### config.mk
export PLATFORM = sky130hd
export DESIGN_NAME = flag_cond_eval
export DESIGN_NICKNAME = d
export VERILOG_FILES = /design/src/rtl/flag_cond_eval.sv
export SDC_FILE = /design/constraint.sdc
export NUM_CORES = 1
export LEC_CHECK = 0
export CORE_MARGIN = 3
export CORE_UTILIZATION = 50
export CTS_BUF_LIST = sky130_fd_sc_hd__clkbuf_8
export DETAILED_ROUTE_END_ITERATION = 10
export PLACE_DENSITY = 0.87
export SLEW_MARGIN = 20
export SYNTH_ARGS = -nofsm -noshare
export SYNTH_HDL_FRONTEND = slang
export SYNTH_SLANG_ARGS = --single-unit
### constraint.sdc
create_clock -name clk -period 2.7 [get_ports clk]
set_clock_uncertainty 0.1 [all_clocks]
set_input_delay 0.405 -clock clk [delete_from_list [all_inputs] [get_ports clk]]
set_output_delay 0.405 -clock clk [all_outputs]
set_load 0.05 [all_outputs]
### src/rtl/flag_cond_eval.sv
// Flag register plus condition-code evaluator with a one-deep valid/ready response slot.
// Define FLAG_BYPASS_EN to forward same-cycle flag writes into evaluation instead of stalling.
module flag_cond_eval #(
   parameter int TAG_W = 4,
   parameter int CNT_W = 16
) (
   input  logic             clk,
   input  logic             rst,
   input  logic             flag_we,
   input  logic             z_in,
   input  logic             n_in,
   input  logic             c_in,
   input  logic             v_in,
   input  logic             req_valid,
   output logic             req_ready,
   input  logic [3:0]       req_cond,
   input  logic [TAG_W-1:0] req_tag,
   output logic             rsp_valid,
   input  logic             rsp_ready,
   output logic             rsp_taken,
   output logic [TAG_W-1:0] rsp_tag,
   output logic [3:0]       flags_q,
   output logic [CNT_W-1:0] taken_cnt
);

   typedef enum logic {IDLE, RESP} state_t;

   state_t     state;
   logic [3:0] eval_flags;
   logic       fn, fz, fc, fv;
   logic       eval_taken;
   logic       accept, consume;

`ifdef FLAG_BYPASS_EN
   assign eval_flags = flag_we ? {n_in, z_in, c_in, v_in} : flags_q;
   assign req_ready  = rst & (!rsp_valid | rsp_ready);
`else
   // Stall acceptance during a flag write so evaluation never sees stale flags.
   assign eval_flags = flags_q;
   assign req_ready  = rst & (!rsp_valid | rsp_ready) & !flag_we;
`endif

   assign rsp_valid = (state == RESP);
   assign accept    = req_valid & req_ready;
   assign consume   = rsp_valid & rsp_ready;
   assign {fn, fz, fc, fv} = eval_flags;

   always_comb begin
      eval_taken = 1'b0;
      case (req_cond)
         4'h0: eval_taken = fz;
         4'h1: eval_taken = !fz;
         4'h2: eval_taken = fc;
         4'h3: eval_taken = !fc;
         4'h4: eval_taken = fn;
         4'h5: eval_taken = !fn;
         4'h6: eval_taken = fv;
         4'h7: eval_taken = !fv;
         4'h8: eval_taken = fc & !fz;
         4'h9: eval_taken = !fc | fz;
         4'hA: eval_taken = (fn == fv);
         4'hB: eval_taken = (fn != fv);
         4'hC: eval_taken = !fz & (fn == fv);
         4'hD: eval_taken = fz | (fn != fv);
         4'hE: eval_taken = 1'b1;
         default: eval_taken = 1'b0;
      endcase
   end

   always_ff @(posedge clk or negedge rst) begin
      if (!rst) begin
         state     <= IDLE;
         rsp_taken <= 1'b0;
         rsp_tag   <= '0;
         flags_q   <= 4'h0;
         taken_cnt <= '0;
      end else begin
         if (flag_we) flags_q <= {n_in, z_in, c_in, v_in};
         if (consume && rsp_taken) taken_cnt <= taken_cnt + CNT_W'(1);
         case (state)
            IDLE: begin
               if (accept) begin
                  state     <= RESP;
                  rsp_taken <= eval_taken;
                  rsp_tag   <= req_tag;
               end
            end
            RESP: begin
               if (accept) begin
                  rsp_taken <= eval_taken;
                  rsp_tag   <= req_tag;
               end else if (consume) begin
                  state <= IDLE;
               end
            end
            default: state <= IDLE;
         endcase
      end
   end

endmodule

# Word-level counts from Yosys, hierarchy flattened
# Cells that the tools add are included.
classes:
  add_sub_neg: 1
  bitwise: 10
  n_eq_ne: 16
  reduce_logical: 8
  n_mux: 7
ops:
  columns: ["operator", "count"]
  rows:
  - ["$eq A4 B4 Y1 const B", 7]
  - ["$add A16 B1 Y16 const B", 1]
  - ["$eq A4 B3 Y1 const B", 4]
  - ["$pmux W1 S15", 1]
  - ["$eq A4 B2 Y1 const B", 2]
  - ["$and A1 B1 Y1", 6]
  - ["$logic_not A1 Y1", 6]
  - ["$eq A4 B1 Y1 const B", 1]
  - ["$logic_not A4 Y1", 1]
  - ["$mux W1", 4]
  - ["$mux W4", 1]
  - ["$or A1 B1 Y1", 3]
  - ["$pmux W1 S2", 1]
  - ["$eq A1 B1 Y1", 1]
  - ["$logic_and A1 B1 Y1", 1]
  - ["$ne A1 B1 Y1", 1]
  - ["$not A1 Y1", 1]
word_totals:
  elab_cells: 47
  input_bits: 17
  reg_bits: 26

# Longest topological paths before layout
# Gate-level depths: netlist of the first run.
depth:
  ltp_word: 7
  ltp_mapped: 6
  mapped_depth_nobuf: 5

# Worst setup path before layout of the first run
# OpenSTA, ideal clock, no wires.
synth_path:
  kind: "reg2reg"
  startpoint: "reg state, in the netlist rsp_valid"
  endpoint: "reg rsp_taken"
  setup_slack_ps: 248
  required_ps: 2464
  setup_ps: 136
  n_path_buf: 0
  synth_period_minus_slack_ps: 2452
  stages_incl_launch_ff: 6
  arrival_time_ps: 2216
  cell_sequence: "dfrtp_1 nor2b_1 nor3b_2 nand2_1 nor4_1 a31oi_1"
synth_between:
  elab_chain_len: 5
synth_lines:
  columns: ["element", "line_no", "source"]
  rows:
  - ["from (decl)", "28", "state_t state;"]
  - ["from (signal assigned)", "72", "state <= IDLE;"]
  - ["from (signal assigned)", "83", "state <= RESP;"]
  - ["from (signal assigned)", "93", "state <= IDLE;"]
  - ["$logic_not A1 Y1", "40", "assign req_ready = rst & (!rsp_valid | rsp_ready) & !flag_we;"]
  - ["$or A1 B1 Y1", "40", null]
  - ["$and A1 B1 Y1 (2 in series)", "40", null]
  - ["named net req_ready", "15", "output logic req_ready,"]
  - ["$and A1 B1 Y1", "44", "assign accept = req_valid & req_ready;"]
  - ["to (signal assigned)", "84", "rsp_taken <= eval_taken;"]
  - ["to (signal assigned)", "90", "rsp_taken <= eval_taken;"]
  - ["to (decl)", "20", "output logic rsp_taken,"]
# The timed path passes the listed nets, and every way through them passes these cells.
# A chain may end at the register's enable or synchronous reset.

# Final worst setup path of the first run
layout_path:
  startpoint: "reg flags_q[0]"
  endpoint: "out flags_q[0]"
layout_lines:
  columns: ["element", "line_no", "source"]
  rows:
  - ["from (decl)", "22", "output logic [3:0] flags_q,"]
  - ["from (signal assigned)", "78", "if (flag_we) flags_q <= {n_in, z_in, c_in, v_in};"]
# No word-level cell between the ends.

==> metrics.log, run 1 <==
INFO  metric status = finished clean
INFO  metric core.rowCount = 17
INFO  metric max_stage_delay = 0.85 ns
INFO  metric yosys_register_bits = 26
INFO  metric drt_drc_violations_left = 0
INFO  metric drive_above_1_share = ~11%
INFO  metric arrival_time_of_data_at_the_critical_path_endpoint = 1.59 ns
INFO  metric antenna_violations_before_repair = 0
INFO  metric final_antenna_net_count = 0
INFO  metric max-cap-violations = 0
INFO  metric detailedRoute.firstIterationViolations = 23
INFO  metric grt_first_pass_wirelength = 4910 um
INFO  metric share_of_synthesized_registers_carrying_an_async_set_or_reset = 100%
INFO  metric finalHoldViolations = 0
INFO  metric antenna_cells_inserted = 0
INFO  metric clock_tree_from_tritoncts = built
INFO  metric initial_utilization = 54.8%
INFO  metric worst_ep_required_time = ~2.2 ns
INFO  metric drt_wl_total = 2760 um
INFO  metric clk-insertion-delay-late = 0.27 ns
INFO  metric critical_path.endpoint_type = output pin
INFO  metric multi_input_gate_area_in_the_final_layout = 592 um2
INFO  metric clock_tree.htree_level_count = 1
INFO  metric seq_area = between 600 and 700 um2
INFO  metric die_area = 3160 um2
INFO  metric crit_fanout = 7
INFO  metric timing.critical_path.cells = clkdlybuf4s50_1
INFO  metric fp.dieW = between 50 and 60 um
INFO  metric hpwlAfterDp = 2180 um
INFO  metric grt-ovfl-total = 0
INFO  metric ys_seq_area_share = 51.7%
INFO  metric clkSlewWorstSetupHoldPaths = ~0.09 ns
INFO  metric placeable_core_area = 2300 um2
INFO  metric postSynth.topFlopCell = sky130_fd_sc_hd__dfrtp_1
INFO  metric max-vdd-ir-drop = a little over 600 uV
INFO  metric synth_cell_type_count = 33
INFO  metric globalRouteTotalUtil = 19.4%
INFO  metric via_count_of_the_first_global_routing_pass = 1,083
INFO  metric clock_tree.root_cell = sky130_fd_sc_hd__clkbuf_8
INFO  metric post-synth-top-count-cell = sky130_fd_sc_hd__dfrtp_1
INFO  metric vias = 1,024
INFO  metric fmaxAchievable = 0.478 GHz
INFO  metric synthCells = 112
INFO  metric numCtsBuffers = 3
INFO  metric static_leak = 0.745 nW
INFO  metric yosysTopAreaCellShare = 51.7%
INFO  metric ios = 44
INFO  metric firstDrtPassIters = 4
INFO  metric worst_slew_pin_slew = 0.523 ns
INFO  metric fin_crit_sh = around 77%
INFO  metric placed_area = 1730 um2
INFO  metric postSynthAreaPerCell = 11.2 um2
INFO  metric vias_per_cell = 5.54
INFO  metric final_max_slew_viol_count = 0
INFO  metric worst_hold_slack = 0.390 ns
INFO  metric min-delay-path-class = reg -> reg
INFO  metric syn-cell-area = 1260 um2
INFO  metric setup_tns = 0 ns
INFO  metric powerDensity = 635 nW/um2
INFO  metric max-clock-path-buffers = 2
INFO  metric critical-path-slowest-cell = sky130_fd_sc_hd__clkdlybuf4s50_1
INFO  metric grt_setup_unrepaired = false
INFO  metric timing.max_slew.rel_slack = 65.0%
INFO  metric place.port_buffers = 43
INFO  metric fillCellCount = between 150 and 200
INFO  metric grt_max_degree = 27
INFO  metric areaGrowthSynthToFinish = 41.7%
INFO  metric criticalPathCategory = reg -> out
INFO  metric cts_hold_buffers = 0
INFO  metric startpoint_type = flip-flop
INFO  metric synth_area_leader_cell = sky130_fd_sc_hd__dfrtp_1
INFO  metric detail_routed_net_length_per_standard_cell = ~15 um
INFO  metric post_cts.resized_instances = 0
INFO  metric finish.cell_count_without_fillers = 185
INFO  metric place_inst = ~180
INFO  metric synth.area.top_cells = sky130_fd_sc_hd__dfrtp_1 (52%), sky130_fd_sc_hd__xnor2_1 (10%), sky130_fd_sc_hd__mux2_2 (8.1%)
INFO  metric finish.net_count = 176
INFO  metric ys.warnings.count = 0
INFO  metric netlist_top_cells_count = sky130_fd_sc_hd__dfrtp_1 (26), sky130_fd_sc_hd__xnor2_1 (15), sky130_fd_sc_hd__nand2_1 (10), sky130_fd_sc_hd__mux2_2 (9), sky130_fd_sc_hd__nand3_1 (7)
INFO  metric critical_path.top_delay_family = buffers and inverters
INFO  metric synthesis.nets = 130
INFO  metric clock_sinks = 26
INFO  metric post-route-cell-area = roughly 1800 um2
INFO  metric die_h = about 56 um
INFO  metric place.gp.congestion = 0.902
INFO  metric period_minus_slack = 2.09 ns
INFO  metric report.final.setup_viol = 0
INFO  metric synth_edf_count = 0
INFO  metric postCtsSetupBuffers = 0
INFO  metric timing.critical_path.buf_inv = 1
worst reg2reg max path: stages, from the launching register on:
cell and delay, ns:
sky130_fd_sc_hd__dfrtp_1 0.41, sky130_fd_sc_hd__nor2b_1 0.16, sky130_fd_sc_hd__nor3b_2 0.26, sky130_fd_sc_hd__nand2_1 0.25, sky130_fd_sc_hd__nor4_1 0.34, sky130_fd_sc_hd__a31oi_1 0.12
cell type report:
| cell class | count | share of cell area (%) |
|---|---|---|
| clock buffer | 4 | 3.09 |
| inverter | 1 | 0.210 |
| multi-input combinational | 82 | 33.2 |
| sequential | 26 | 36.5 |
| tap | 28 | 1.96 |
| timing repair buffer | 44 | 25.1 |
routing by layer:
layer	routed length (um)	global-route usage, %
met1	1070	21.4
met3	169	6.73
met4	32	4.75
met2	1490	35.4
met5	0	0
kinds of logic (layout without fill, tap and decap cells):
logic type	after synthesis	in the layout	share of synthesized area, %
AND/OR/NAND/NOR	45	45	20.6
flip-flops	26	26	51.7
XOR/XNOR	18	18	12.5
multiplexers	10	10	8.85
AO/OA/AOI/OAI	8	8	4.08
buffers and inverters	4	49	1.29
adder cells (fa/ha/maj)	1	1	0.994
state kept, by name, indices dropped and copies added, names as in the netlist:
name       cells
rsp_valid      1
flags_q        4
rsp_taken      1
taken_cnt     16
rsp_tag        4
final timing paths:
path / start / slack, ns / depth (start not counted) / to
max: flags_q[0]$_DFFE_PN0P_ / 0.61 / 1 / flags_q[0]
min: taken_cnt[15]$_DFFE_PN0P_ / 0.39 / 1 / taken_cnt[15]$_DFFE_PN0P_
max reg2reg: rsp_valid$_DFF_PN0_ / 0.93 / 5 / rsp_taken$_DFFE_PN0P_
min reg2reg: taken_cnt[15]$_DFFE_PN0P_ / 0.39 / 1 / taken_cnt[15]$_DFFE_PN0P_
max in group asynchronous: rst / 1.79 / 2 / rsp_tag[2]$_DFFE_PN0P_
min in group asynchronous: rst / 0.46 / 2 / taken_cnt[10]$_DFFE_PN0P_
layout by cell type (no fill, tap or decap), types with 2 or more instances in the layout:
master and n:
sky130_fd_sc_hd__nor2_1 3, sky130_fd_sc_hd__dfrtp_1 26, sky130_fd_sc_hd__mux2_2 9, sky130_fd_sc_hd__nand2b_1 3
sky130_fd_sc_hd__and3_1 4, sky130_fd_sc_hd__nand3_1 7, sky130_fd_sc_hd__clkbuf_8 4, sky130_fd_sc_hd__nor2b_1 2
sky130_fd_sc_hd__nand4_1 4, sky130_fd_sc_hd__nor3b_1 2, sky130_fd_sc_hd__and4_1 2, sky130_fd_sc_hd__nand2_1 10
sky130_fd_sc_hd__xnor2_1 15, sky130_fd_sc_hd__clkdlybuf4s50_1 42, sky130_fd_sc_hd__o211ai_1 2, sky130_fd_sc_hd__xor2_1 3
sky130_fd_sc_hd__a21oi_1 2
report_power, final:
part	switching [mW]	internal, mW
logic	0.242	0.155
clock network	0.121	0.131
registers	0.0497	0.435
total	0.413	0.720
per-stage QoR:
step	utilization (%)	total power, mW	setup slack [ns]
floorplan	-	0.734	0.248
global placement	75.3	0.882	0.567
global route	77.7	1.18	0.541
CTS	77.7	1.14	0.604
detailed placement	75.3	0.895	0.479
finish	77.7	1.13	0.609
No activity file was read; power rests on OpenSTA's default activity.
==> inputs of run 2 (changes only) <==
--- a/config.mk
+++ b/config.mk
@@ -6,10 +6,10 @@
 export NUM_CORES = 1
 export LEC_CHECK = 0
 export CORE_MARGIN = 3
-export CORE_UTILIZATION = 50
+export CORE_UTILIZATION = 42
 export CTS_BUF_LIST = sky130_fd_sc_hd__clkbuf_8
 export DETAILED_ROUTE_END_ITERATION = 10
-export PLACE_DENSITY = 0.87
+export PLACE_DENSITY = 0.78
 export SLEW_MARGIN = 20
 export SYNTH_ARGS = -nofsm -noshare
 export SYNTH_HDL_FRONTEND = slang
==> constraint.sdc (replaced) <==
create_clock -name clk -period 1.7 [get_ports clk]
set_clock_uncertainty 0.1 [all_clocks]
set_input_delay 0.255 -clock clk [delete_from_list [all_inputs] [get_ports clk]]
set_output_delay 0.255 -clock clk [all_outputs]
set_load 0.05 [all_outputs]
==> metrics.log, run 2 (synthesized netlist as in run 1, its figures left out) <==
INFO  metric status = finished clean
INFO  metric min-delay-path-class = in -> async
INFO  metric crit_fanout = 4
INFO  metric grt_max_degree = 27
INFO  metric layout.cells.most_common_list = sky130_fd_sc_hd__buf_4 (32), sky130_fd_sc_hd__dfrtp_1 (21), sky130_fd_sc_hd__xnor2_1 (15)
INFO  metric critical_path.endpoint_type = output pin
INFO  metric registers.top_by_ff_count = taken_cnt
INFO  metric drive_above_1_share = 37.1%
INFO  metric setup_tns = 0 ns
INFO  metric fillCellCount = 224
INFO  metric post-route-cell-area = 1880 um2
INFO  metric placed_area = between 1500 and 2000 um2
INFO  metric finalPower = around 1.9 mW
INFO  metric final_antenna_net_count = 0
INFO  metric vias = 1,029
INFO  metric max-cap-violations = 0
INFO  metric clk-insertion-delay-late = approximately 0.27 ns
INFO  metric core.rowCount = 19
INFO  metric numCtsBuffers = 3
INFO  metric arrival_time_of_data_at_the_critical_path_endpoint = 1.30 ns
INFO  metric grt_first_pass_wirelength = 4260 um
INFO  metric ios = 44
INFO  metric worst_ep_required_time = around 1.3 ns
INFO  metric fin_crit_sh = a little over nine tenths
INFO  metric static_leak = around 0.86 nW
INFO  metric largest_register_ffs = 16
INFO  metric worstRegToRegCells = 5
INFO  metric placeable_core_area = 2810 um2
INFO  metric globalRouteTotalUtil = 15.5%
INFO  metric drt_wl_total = 2690 um
INFO  metric place.port_buffers = 43
INFO  metric grt-ovfl-total = 0
INFO  metric via_count_of_the_first_global_routing_pass = 934
INFO  metric timing.max_slew.rel_slack = between 70% and 80%
INFO  metric clock_tree.htree_level_count = 1
INFO  metric clock_tree_from_tritoncts = built
INFO  metric die_area = 3690 um2
INFO  metric die_h = approximately 60 um
INFO  metric finalHoldViolations = 0
INFO  metric firstDrtPassIters = 4
INFO  metric clock_sinks = 26
INFO  metric vias_per_cell = between 5 and 6
INFO  metric antenna_cells_inserted = 0
INFO  metric clock_tree.root_cell = sky130_fd_sc_hd__clkbuf_8
INFO  metric fmaxAchievable = about 0.60 GHz
INFO  metric clkSlewWorstSetupHoldPaths = 0.09 ns
INFO  metric final_max_slew_viol_count = 0
INFO  metric max-clock-path-buffers = 2
INFO  metric criticalPathCategory = reg -> out
INFO  metric antenna_violations_before_repair = 0
INFO  metric period_minus_slack = 1.65 ns
INFO  metric worst_slew_pin_slew = 0.327 ns
INFO  metric fp.dieW = 60.7 um
INFO  metric layout_setup_ws = 0.0462 ns
INFO  metric powerDensity = 992 nW/um2
INFO  metric finish.net_count = around 190
INFO  metric drt_drc_violations_left = 0
INFO  metric max-vdd-ir-drop = about 550 uV
INFO  metric initial_utilization = around 45%
INFO  metric hpwlAfterDp = 2080 um
INFO  metric layout.cells.most_common = sky130_fd_sc_hd__buf_4
INFO  metric top_regs = taken_cnt (16), flags_q (4), rsp_tag (4)
INFO  metric worst_hold_slack = 0.335 ns
INFO  metric place.gp.congestion = about 0.77
INFO  metric report.final.setup_viol = 0
INFO  metric detailedRoute.firstIterationViolations = 21
INFO  metric detail_routed_net_length_per_standard_cell = 13.6 um
INFO  metric startpoint_type = flip-flop
INFO  metric preCtsSetupSlack = -0.250 ns
INFO  metric areaGrowthSynthToFinish = 49.4%
==> run 2: cell count changes in the layout (fill, tap and decap cells not counted), sizes merged <==
cell / delta
buf: +36
clkdlybuf4s50: -28
dlygate4sd2: +1
dlymetal6s2s: +1
==> run 2: per-layer routing <==
layer	track usage [%]	routed length (um)	vias to the layer above
li1	-	-	499
met1	20.2	1150	491
met2	24.9	1340	33
met3	3.40	154	6
met4	6.81	38	0
met5	0	0	-
==> run 2: report_power, final <==
| part | switching, mW | total [mW] | internal [mW] |
|---|---|---|---|
| clock network | 0.183 | 0.390 | 0.207 |
| registers | 0.0945 | 0.785 | 0.691 |
| logic | 0.392 | 0.691 | 0.299 |
| total | 0.670 | 1.87 | 1.20 |
==> run 2: timing repair <==
| action | CTS | global route |
|---|---|---|
| buffers inserted | 0 | 1 |
| resized for setup | 1 | 3 |
| pin swaps | 0 | 2 |
| hold buffers | 0 | 0 |
| setup endpoints to repair | 1 | 2 |
==> run 2: critical path, cell delays in order (launching register included) <==
cell                      delay [ns]
sky130_fd_sc_hd__dfrtp_2        0.42
sky130_fd_sc_hd__nor2b_4        0.14
sky130_fd_sc_hd__nor3b_4        0.22
sky130_fd_sc_hd__buf_6          0.13
sky130_fd_sc_hd__buf_12         0.12
==> run 2: metrics by stage <==
stage,instances,util [%]
after floorplan,112,-
after global placement,193,64.5
after detailed placement,193,64.5
after CTS,197,66.4
after global routing,198,67.0
final,198,67.0
==> run 2: layout make-up <==
cell class                      instances  area (um2)  area share (%)
Clock buffer                            4        55.1            2.93
Tap cell                               31        38.8            2.06
Inverter                                1        3.75           0.200
Timing Repair Buffer                   54         513            27.3
Multi-Input combinational cell         82         613            32.6
Sequential cell                        26         657            34.9
==> run 2: final timing paths <==
| kind | startpoint | to | slack, ns |
|---|---|---|---|
| worst max register to register | flags_q[3]$_DFFE_PN0P_ | rsp_taken$_DFFE_PN0P_ | 0.08 |
| worst min register to register | taken_cnt[15]$_DFFE_PN0P_ | taken_cnt[15]$_DFFE_PN0P_ | 0.38 |
| worst max-delay path | rsp_valid$_DFF_PN0_ | req_ready | 0.05 |
| min in group clk | taken_cnt[15]$_DFFE_PN0P_ | taken_cnt[15]$_DFFE_PN0P_ | 0.38 |
| worst min-delay path | rst | taken_cnt[4]$_DFFE_PN0P_ | 0.33 |
| max in group asynchronous | rst | taken_cnt[5]$_DFFE_PN0P_ | 0.90 |
